<file path="config.mk">
export PLATFORM = sky130hd
export DESIGN_NAME = axi_arb_2to1
export DESIGN_NICKNAME = d
export VERILOG_FILES = /design/src/rtl/axi_arb_pkg.sv /design/src/rtl/axi_arb_2to1_rr_arb2.sv /design/src/rtl/axi_arb_2to1.sv
export SDC_FILE = /design/constraint.sdc
export NUM_CORES = 1
export LEC_CHECK = 0
export BUFFER_PORTS_ARGS = -buffer_cell sky130_fd_sc_hd__buf_4
export CAP_MARGIN = 5
export CORE_AREA = 2 2 173 175
export DETAILED_ROUTE_END_ITERATION = 12
export DIE_AREA = 0 0 175 177
export PLACE_DENSITY = 0.46
export SETUP_SLACK_MARGIN = 0.02
export SLEW_MARGIN = 10
export SYNTH_ARGS = -nofsm -noshare
export SYNTH_HDL_FRONTEND = slang
export SYNTH_SLANG_ARGS = --single-unit
export TNS_END_PERCENT = 30
</file>
<file path="constraint.sdc">
create_clock -name clk -period 3.85 [get_ports clk]
set_clock_uncertainty 0.1 [all_clocks]
set_input_delay 0.385 -clock clk [delete_from_list [all_inputs] [get_ports clk]]
set_output_delay 0.385 -clock clk [all_outputs]
set_load 0.03 [all_outputs]
</file>
<file path="src/rtl/axi_arb_pkg.sv">
// ============================================================================
// Module      : axi_arb_pkg
// Description : Shared types and constants for the two-master AXI4-Lite
//               arbiter (FSM states, transaction type, master count).
// Revision    : 1.0 - initial release
// ============================================================================
`default_nettype none

package axi_arb_pkg;

  localparam int NUM_MASTERS = 2;

  // One transaction in flight at a time; the state names the phase it is in.
  typedef enum logic [2:0] {
    ST_IDLE    = 3'd0,
    ST_WR_XFER = 3'd1,
    ST_WR_RESP = 3'd2,
    ST_RD_ADDR = 3'd3,
    ST_RD_DATA = 3'd4
  } arb_state_e;

  typedef enum logic {
    TXN_WR = 1'b0,
    TXN_RD = 1'b1
  } txn_type_e;

endpackage : axi_arb_pkg

`default_nettype wire

</file>
<file path="src/rtl/axi_arb_2to1_rr_arb2.sv">
// ============================================================================
// Module      : rr_arb2
// Description : Two-requester grant selector. Round-robin by default: when
//               both request, the pointer names the winner. With
//               AXI_ARB_FIXED_PRIO_EN defined, requester 0 always wins and
//               the pointer input is ignored.
// Revision    : 1.0 - initial release
// ============================================================================
`default_nettype none

module rr_arb2
  import axi_arb_pkg::*;
(
  input  logic [NUM_MASTERS-1:0] req,
  input  logic                   rr_ptr,
  output logic                   grant
);

`ifdef AXI_ARB_FIXED_PRIO_EN
  // Pointer has no meaning in fixed-priority mode.
  logic unused_rr_ptr;
  assign unused_rr_ptr = rr_ptr;

  // Requester 1 only wins when requester 0 is silent.
  always_comb begin
    grant = ~req[0] & req[1];
  end
`else
  // Contention resolved by the pointer; otherwise the lone requester wins.
  always_comb begin
    if (&req) grant = rr_ptr;
    else      grant = ~req[0] & req[1];
  end
`endif

endmodule : rr_arb2

`default_nettype wire

</file>
<file path="src/rtl/axi_arb_2to1.sv">
// ============================================================================
// Module      : axi_arb_2to1
// Description : Two-master AXI4-Lite arbiter in front of a single-port memory
//               slave. One transaction (read or write) is in flight at a time,
//               from grant to response. Writes beat reads from the same
//               master. Build option: AXI_ARB_FIXED_PRIO_EN selects fixed
//               priority (m0 wins) instead of round-robin.
// Revision    : 1.0 - initial release
// ============================================================================
`default_nettype none

module axi_arb_2to1
  import axi_arb_pkg::*;
#(
  parameter int ADDR_W = 32,
  parameter int DATA_W = 32
) (
  input  logic                clk,
  input  logic                rstn,
  // master 0
  input  logic                m0_axi_awvalid,
  output logic                m0_axi_awready,
  input  logic [ADDR_W-1:0]   m0_axi_awaddr,
  input  logic [2:0]          m0_axi_awprot,
  input  logic                m0_axi_wvalid,
  output logic                m0_axi_wready,
  input  logic [DATA_W-1:0]   m0_axi_wdata,
  input  logic [DATA_W/8-1:0] m0_axi_wstrb,
  output logic                m0_axi_bvalid,
  input  logic                m0_axi_bready,
  input  logic                m0_axi_arvalid,
  output logic                m0_axi_arready,
  input  logic [ADDR_W-1:0]   m0_axi_araddr,
  input  logic [2:0]          m0_axi_arprot,
  output logic                m0_axi_rvalid,
  input  logic                m0_axi_rready,
  output logic [DATA_W-1:0]   m0_axi_rdata,
  // master 1
  input  logic                m1_axi_awvalid,
  output logic                m1_axi_awready,
  input  logic [ADDR_W-1:0]   m1_axi_awaddr,
  input  logic [2:0]          m1_axi_awprot,
  input  logic                m1_axi_wvalid,
  output logic                m1_axi_wready,
  input  logic [DATA_W-1:0]   m1_axi_wdata,
  input  logic [DATA_W/8-1:0] m1_axi_wstrb,
  output logic                m1_axi_bvalid,
  input  logic                m1_axi_bready,
  input  logic                m1_axi_arvalid,
  output logic                m1_axi_arready,
  input  logic [ADDR_W-1:0]   m1_axi_araddr,
  input  logic [2:0]          m1_axi_arprot,
  output logic                m1_axi_rvalid,
  input  logic                m1_axi_rready,
  output logic [DATA_W-1:0]   m1_axi_rdata,
  // memory slave
  output logic                mem_axi_awvalid,
  input  logic                mem_axi_awready,
  output logic [ADDR_W-1:0]   mem_axi_awaddr,
  output logic [2:0]          mem_axi_awprot,
  output logic                mem_axi_wvalid,
  input  logic                mem_axi_wready,
  output logic [DATA_W-1:0]   mem_axi_wdata,
  output logic [DATA_W/8-1:0] mem_axi_wstrb,
  input  logic                mem_axi_bvalid,
  output logic                mem_axi_bready,
  output logic                mem_axi_arvalid,
  input  logic                mem_axi_arready,
  output logic [ADDR_W-1:0]   mem_axi_araddr,
  output logic [2:0]          mem_axi_arprot,
  input  logic                mem_axi_rvalid,
  output logic                mem_axi_rready,
  input  logic [DATA_W-1:0]   mem_axi_rdata,
  // status
  output logic                arb_grant,
  output logic                arb_busy
);

  // Per-master views of the ports so the muxes can index by grant.
  logic [NUM_MASTERS-1:0] awvalid_v, wvalid_v, bready_v, arvalid_v, rready_v;
  logic [NUM_MASTERS-1:0] awready_v, wready_v, bvalid_v, arready_v, rvalid_v;
  logic [ADDR_W-1:0]      awaddr_v [NUM_MASTERS];
  logic [ADDR_W-1:0]      araddr_v [NUM_MASTERS];
  logic [2:0]             awprot_v [NUM_MASTERS];
  logic [2:0]             arprot_v [NUM_MASTERS];
  logic [DATA_W-1:0]      wdata_v  [NUM_MASTERS];
  logic [DATA_W/8-1:0]    wstrb_v  [NUM_MASTERS];
  logic [DATA_W-1:0]      rdata_v  [NUM_MASTERS];

  assign awvalid_v = {m1_axi_awvalid, m0_axi_awvalid};
  assign wvalid_v  = {m1_axi_wvalid,  m0_axi_wvalid};
  assign bready_v  = {m1_axi_bready,  m0_axi_bready};
  assign arvalid_v = {m1_axi_arvalid, m0_axi_arvalid};
  assign rready_v  = {m1_axi_rready,  m0_axi_rready};

  assign awaddr_v[0] = m0_axi_awaddr;  assign awaddr_v[1] = m1_axi_awaddr;
  assign araddr_v[0] = m0_axi_araddr;  assign araddr_v[1] = m1_axi_araddr;
  assign awprot_v[0] = m0_axi_awprot;  assign awprot_v[1] = m1_axi_awprot;
  assign arprot_v[0] = m0_axi_arprot;  assign arprot_v[1] = m1_axi_arprot;
  assign wdata_v[0]  = m0_axi_wdata;   assign wdata_v[1]  = m1_axi_wdata;
  assign wstrb_v[0]  = m0_axi_wstrb;   assign wstrb_v[1]  = m1_axi_wstrb;

  assign m0_axi_awready = awready_v[0];  assign m1_axi_awready = awready_v[1];
  assign m0_axi_wready  = wready_v[0];   assign m1_axi_wready  = wready_v[1];
  assign m0_axi_bvalid  = bvalid_v[0];   assign m1_axi_bvalid  = bvalid_v[1];
  assign m0_axi_arready = arready_v[0];  assign m1_axi_arready = arready_v[1];
  assign m0_axi_rvalid  = rvalid_v[0];   assign m1_axi_rvalid  = rvalid_v[1];
  assign m0_axi_rdata   = rdata_v[0];    assign m1_axi_rdata   = rdata_v[1];

  arb_state_e             state;
  txn_type_e              txn;
  logic                   grant;
  logic                   busy;
  logic                   aw_done;
  logic                   w_done;
  logic [NUM_MASTERS-1:0] req;
  logic                   arb_sel;
  logic                   rr_ptr_in;
  logic                   aw_hs, w_hs, ar_hs, b_hs, r_hs;
  logic                   txn_done;

  // A master requests if it presents either address channel.
  assign req = awvalid_v | arvalid_v;

`ifdef AXI_ARB_FIXED_PRIO_EN
  assign rr_ptr_in = 1'b0;
`else
  logic rr_ptr;
  assign rr_ptr_in = rr_ptr;

  // Hand priority to the other master each time a transaction retires.
  always_ff @(posedge clk or negedge rstn) begin
    if (!rstn)         rr_ptr <= 1'b0;
    else if (txn_done) rr_ptr <= ~grant;
  end
`endif

  rr_arb2 u_rr_arb2 (
    .req    (req),
    .rr_ptr (rr_ptr_in),
    .grant  (arb_sel)
  );

  assign aw_hs = mem_axi_awvalid & mem_axi_awready;
  assign w_hs  = mem_axi_wvalid  & mem_axi_wready;
  assign ar_hs = mem_axi_arvalid & mem_axi_arready;
  assign b_hs  = mem_axi_bvalid  & mem_axi_bready;
  assign r_hs  = mem_axi_rvalid  & mem_axi_rready;

  // Final handshake of whichever transaction type was granted.
  assign txn_done = (txn == TXN_WR) ? ((state == ST_WR_RESP) & b_hs)
                                    : ((state == ST_RD_DATA) & r_hs);

  assign arb_grant = grant;
  assign arb_busy  = busy;

  // Transaction sequencer: grant, per-channel done tracking, response wait.
  always_ff @(posedge clk or negedge rstn) begin
    if (!rstn) begin
      state   <= ST_IDLE;
      txn     <= TXN_WR;
      grant   <= 1'b0;
      busy    <= 1'b0;
      aw_done <= 1'b0;
      w_done  <= 1'b0;
    end else begin
      case (state)
        ST_IDLE: begin
          if (|req) begin
            grant <= arb_sel;
            busy  <= 1'b1;
            // A master holding both a write and a read is served write-first.
            if (awvalid_v[arb_sel]) begin
              txn   <= TXN_WR;
              state <= ST_WR_XFER;
            end else begin
              txn   <= TXN_RD;
              state <= ST_RD_ADDR;
            end
          end
        end
        ST_WR_XFER: begin
          if (aw_hs) aw_done <= 1'b1;
          if (w_hs)  w_done  <= 1'b1;
          if ((aw_done | aw_hs) && (w_done | w_hs)) begin
            aw_done <= 1'b0;
            w_done  <= 1'b0;
            state   <= ST_WR_RESP;
          end
        end
        ST_WR_RESP: begin
          if (txn_done) begin
            state <= ST_IDLE;
            busy  <= 1'b0;
          end
        end
        ST_RD_ADDR: begin
          if (ar_hs) state <= ST_RD_DATA;
        end
        ST_RD_DATA: begin
          if (txn_done) begin
            state <= ST_IDLE;
            busy  <= 1'b0;
          end
        end
        default: begin
          state <= ST_IDLE;
          busy  <= 1'b0;
        end
      endcase
    end
  end

  // Route the granted master to the slave; everything else is held at 0.
  always_comb begin
    mem_axi_awvalid = 1'b0;
    mem_axi_awaddr  = '0;
    mem_axi_awprot  = '0;
    mem_axi_wvalid  = 1'b0;
    mem_axi_wdata   = '0;
    mem_axi_wstrb   = '0;
    mem_axi_bready  = 1'b0;
    mem_axi_arvalid = 1'b0;
    mem_axi_araddr  = '0;
    mem_axi_arprot  = '0;
    mem_axi_rready  = 1'b0;
    awready_v = '0;
    wready_v  = '0;
    bvalid_v  = '0;
    arready_v = '0;
    rvalid_v  = '0;
    for (int i = 0; i < NUM_MASTERS; i++) rdata_v[i] = '0;

    if (state != ST_IDLE) begin
      mem_axi_awaddr = awaddr_v[grant];
      mem_axi_awprot = awprot_v[grant];
      mem_axi_wdata  = wdata_v[grant];
      mem_axi_wstrb  = wstrb_v[grant];
      mem_axi_araddr = araddr_v[grant];
      mem_axi_arprot = arprot_v[grant];
    end

    case (state)
      ST_WR_XFER: begin
        // A completed channel is masked so it cannot be accepted twice.
        mem_axi_awvalid  = awvalid_v[grant] & ~aw_done;
        mem_axi_wvalid   = wvalid_v[grant]  & ~w_done;
        awready_v[grant] = mem_axi_awready  & ~aw_done;
        wready_v[grant]  = mem_axi_wready   & ~w_done;
      end
      ST_WR_RESP: begin
        bvalid_v[grant] = mem_axi_bvalid;
        mem_axi_bready  = bready_v[grant];
      end
      ST_RD_ADDR: begin
        mem_axi_arvalid  = arvalid_v[grant];
        arready_v[grant] = mem_axi_arready;
      end
      ST_RD_DATA: begin
        rvalid_v[grant] = mem_axi_rvalid;
        rdata_v[grant]  = mem_axi_rdata;
        mem_axi_rready  = rready_v[grant];
      end
      default: ;
    endcase
  end

endmodule : axi_arb_2to1

`default_nettype wire
</file>
======== Word-level counts from Yosys, hierarchy flattened ========
Cells that the tools add are included.
word-level totals
  flip-flop bits (word level) ............. 9
  input bits .............................. 261
  word-level logic and storage cells ...... 130
cells by class
  magnitude comparators ................... 5
  equal/unequal tests ..................... 8
  multiplexer cells ....................... 67
  bitwise operators ....................... 27
  reductions and logical operators ........ 16
operators with widths
  kind                number
  $mux 32             13
  $and 64x64->64      1
  $mux 64             1
  $mux 3              12
  $demux 32 s1        1
  $mux 1              27
  $mux 4              4
  $and 1x1->1         12
  $mux 2              6
  $pmux 3 s4          1
  $and 2x2->2         5
  $reduce_and 2->1    4
  $eq 3x2->1 const B  2
  $ne 2x2->1 const B  3
  $reduce_or 2->1     3
  $not 1->1           5
  $lt 1x2->1 const B  2
  $reduce_and 4->1    1
  $reduce_bool 2->1   2
  $eq 3x1->1 const B  1
  $eq 3x3->1 const B  1
  $logic_and 1x1->1   3
  $logic_not 3->1     1
  $pmux 1 s3          1
  other kinds (10)    11

======== Longest topological paths before layout ========
  word-level depth ........................ 9
  mapped depth ............................ 6

======== Hierarchy ========
From an unflattened synthesis, not the netlist that was laid out.
second synthesis, totals
  cells, all modules ...................... 386
  area, all modules ....................... 2,708.8 um2
modules (own cells, without submodules)
  module        times used  cells each  area each (um2)  seq. area each (um2)
  axi_arb_2to1  1           384         2,697.6          225.2
  rr_arb2       1           2           11.3             0.0

======== Worst setup path before layout ========
No wires, ideal clock.
  path type ............................... register to output
  start point ............................. reg grant (netlist: arb_grant)
  end point ............................... out mem_axi_araddr[0]
  data arrival time ....................... 1.627 ns
  data required time ...................... 3.365 ns
  setup slack ............................. 1.738 ns
  cell stages (with the launch flop) ...... 6
  buffers on the path ..................... 3
  path through ............................ dfrtp_1 > buf_6 > buf_2 > buf_2 > mux2i_1 > nor2_1
on the way
  word-level cells in the longest chain between the ends .. 5
ends and longest elaborated chain
  what                                        line                 source
  from (decl)                                 axi_arb_2to1.sv:112  logic grant;
  from (signal assigned)                      axi_arb_2to1.sv:170  grant <= arb_sel;
  $not 1->2 (not written as such)             axi_arb_2to1.sv:239  mem_axi_araddr = araddr_v[grant];
  $mux 32 (not written as such) (3 in a row)  axi_arb_2to1.sv:239
  $mux 32                                     axi_arb_2to1.sv:234  if (state != ST_IDLE) begin
  to (decl)                                   axi_arb_2to1.sv:69   output logic [ADDR_W-1:0] mem_axi_araddr,
Every way passes these cells. The select of a mux whose other input is x is not followed.

======== Worst setup path after layout ========
  start point ............................. reg state[0]
  end point ............................... out m0_axi_rdata[24]
on the way
  word-level cells in the longest chain between the ends .. 2
ends and longest elaborated chain
  what                    line                 source
  from (decl)             axi_arb_2to1.sv:110  arb_state_e state;
  from (signal assigned)  axi_arb_2to1.sv:160  state <= ST_IDLE;
  from (signal assigned)  axi_arb_2to1.sv:175  state <= ST_WR_XFER;
  from (signal assigned)  axi_arb_2to1.sv:178  state <= ST_RD_ADDR;
  $eq 3x3->1              axi_arb_2to1.sv:243  case (state)
  $mux 64                 axi_arb_2to1.sv:243
  to (decl)               axi_arb_2to1.sv:37   output logic [DATA_W-1:0] m0_axi_rdata,
Every way passes these cells.

==> flow_summary.yaml <==
run_status:
  outcome: "completed"
clock_tree:
  cts-htree-levels: 1
  cts_tree: "done"
  cts_buffer_depth: 2
  root_buffer: "clkbuf_16"
  numCtsBuffers: 3
  path_clk_slew_ps: 40
  clock_sinks: 9
  post_cts_buffers: 0
  ctsHoldBuffers: 1
  ctsResizeCount: 0
  insertion_delay_ps: 240
route:
  drtIter0Drc: 117
  postRouteAntennaNets: 0
  vias_per_cell: 3.57
  wl_mm: 17.0
  dr.pass1.iters: 5
  post-route-drc-count: 0
  post_drt_wl_per_cell_um: 14.1
  vias: 4302
layout:
  num-nets-final: 1076
  fin_area_um2: 6560
  antennaDiodeCount: 0
  fillers: 3261
  drive_above_1_share_pct: 57.2
  area_delta_synth_final_pct: 139
  multi_input_area_um2: 2330
  post-route-util_pct: 22.4
  seq_area_um2: 229
power_and_ir_drop:
  combPwrFrac_pct: 88.1
  power_switching_uw: 2410
  peakVddDrop_mv: 0.279
  p_leak_uw: 0.00347
  sw_frac_of_total_pct: 59.0
  power.share.clock_pct: 4.6
  p_int_uw: 1670
  power_density_nw_per_um2: 621
  pwr-share-seq_pct: 7.3
timing:
  holdWs_ps: 360
  tns_ps: 0
  rsz0062_at_grt: "false"
  tightest_slew_ps: 987
  period_needed_ps: 2830
  hold_viol_final: 0
  post-route-period-util_pct: 73.5
  drv_slew: 0
  max_freq_ghz: 0.353
  slew_headroom_pct: 34.1
  fin_ws_ps: 1020
  setup_viol: 0
synthesis:
  synth_largest_area_cell: "mux2i_1"
  synth_area_per_cell_um2: 7.01
  async_reset_ff_share_pct: 100
  synth.cell_area_um2: 2740
  ys.warnings.count: 0
  ys_seq_area_share_pct: 8.22
  synth_top_area_share_pct: 39.5
  synth_nets: 652
  synth_edf_count: 0
  synth_cell_types: 36
  synthFlopType: "dfrtp_1"
  synthTopCellsByArea: "mux2i_1, nor2_1, and2_1"
  synthCells: 391
  synth-seq-cells: 9
die:
  placementRows: 63
  die-area_um2: 31000
  fp.dieH_um: 177
  io_pins: 448
  initial_core_util_pct: 9.37
  die_w_um: 175
  core-area_um2: 29200
global_routing:
  grt_overflow: 0
  antenna_found_initial: 0
  grt_pass1_wl_mm: 24.0
  grt_max_degree: 108
  grt_usage_pct: 9.84
  grt_pass1_vias: 4282
setup_path:
  critPathKind: "reg -> out"
  cp.arrival_ps: 2350
  endpoint_kind: "output port"
  cp_data_required_time_ps: 3370
  path_max_fanout: 33
  crit_chain: "nor2_2 > nand2_1 > nor2_2 > and2_1 > buf_4"
  cp-start-kind: "flip-flop"
  crit_top_cell: "nor2_2"
  slowest_delay_ps: 780
  slowest_stage: "nor2_2"
placed_design:
  hpwl_mm: 14.7
  place_area_um2: 6470
  gp_congestion: 0.753
  io_buffers: 447
  preCtsSetupSlack_ps: 1230
run:
  maxCapViolCount: 0
worst_hold_path:
  hp-class: "in -> reg"
-- flip-flops by register name, summed over array words and instances (netlist names) --
register	flops
arb_busy	1
arb_grant	1
aw_done	1
state	3
rr_ptr	1
txn	1
w_done	1
-- cells in the mapped netlist (2+ instances only) --
library cell / count
mux2_2: 2
buf_2: 17
inv_1: 4
a21oi_1: 5
clkbuf_1: 7
nor3_1: 3
nand2_1: 4
a211o_1: 3
nor2_1: 118
mux2i_1: 108
a31oi_1: 3
buf_6: 2
o22ai_1: 2
clkbuf_2: 6
nand2b_1: 2
and2_1: 67
dfrtp_1: 9
nand3b_1: 2
and3_1: 8
nor2_2: 3
-- power by group through the flow --
stage	logic [µW]	clock network, µW	registers (µW)
2_1_floorplan	2430	0	182
3_3_place_gp	3640	0	297
3_5_place_dp	3650	0	299
4_1_cts	3660	192	297
5_1_grt	3810	198	313
6_report	3590	189	296
-- worst max-delay path, delay by kind of cell, from the launching register on --
family        cells  cell delay [ps]
buf+inv           1              160
flops             1              540
simple gates      4             1400
-- layout by cell type, fill, tap and decap left out, drive strengths merged --
master       instances
a211oi               1
clkbuf               3
nor3b                1
o221ai               1
dlygate4sd3          1
nand3                1
buf                451
o31ai                1
nand4bb              1
inv                  4
a31oi                3
nand3b               2
nor4b                1
nor2               121
nand2b               2
dfrtp                9
nand2                4
a211o                3
mux2                 4
nor3                 4
o2bb2ai              1
o22ai                2
o211ai               1
a21oi                5
mux2i              108
and3                 9
o21ai                1
nor2b                1
and2                67
clkinv               1
-- final cells by class --
| type | count | area share (%) |
|---|---|---|
| sequential | 9 | 3.49 |
| clock inverter | 1 | 0.0763 |
| inverter | 4 | 0.229 |
| multi-input combinational | 345 | 35.5 |
| clock buffer | 3 | 1.14 |
| timing repair buffer | 452 | 52.1 |
| tap | 390 | 7.44 |
-- stage by stage --
stage               instances  total power [µW]
floorplan                 391              2610
global placement         1199              3940
detailed placement       1199              3950
CTS                      1204              4150
global route             1204              4320
finish                   1204              4080
-- routing by layer --
layer	up-vias	GRT usage (%)	wire [µm]	share of wire, %
met2	249	19.5	9100	54
met3	6	2.41	1520	8.9
met1	1892	10.9	6260	37
met4	0	0.764	72	0.42
met5	-	0	0	0
li1	2155	-	-	-
-- path summary, 6_finish.rpt --
kind	start	to	slack (ps)	cells past startpoint
worst max-delay path	state[0]	m0_axi_rdata[24]	1020	5
worst min register to register	rr_ptr	rr_ptr	450	1
worst max register to register	arb_grant	state[1]	1450	5
max in group asynchronous	rstn	arb_grant	3060	2
min in group asynchronous	rstn	state[1]	430	2
worst min-delay path	mem_axi_awready	w_done	360	4
-- cell families (layout without fill, tap and decap cells) --
kind of cell / Yosys count / in the layout / share of synthesized area [%]
buffers and inverters: 37 / 460 / 6.80
muxes: 112 / 112 / 41.2
DFF: 9 / 9 / 8.22
AOI/OAI and AO/OA: 19 / 19 / 4.84
and+or+nand+nor: 214 / 214 / 38.9
No activity file was read; power rests on OpenSTA's default activity.
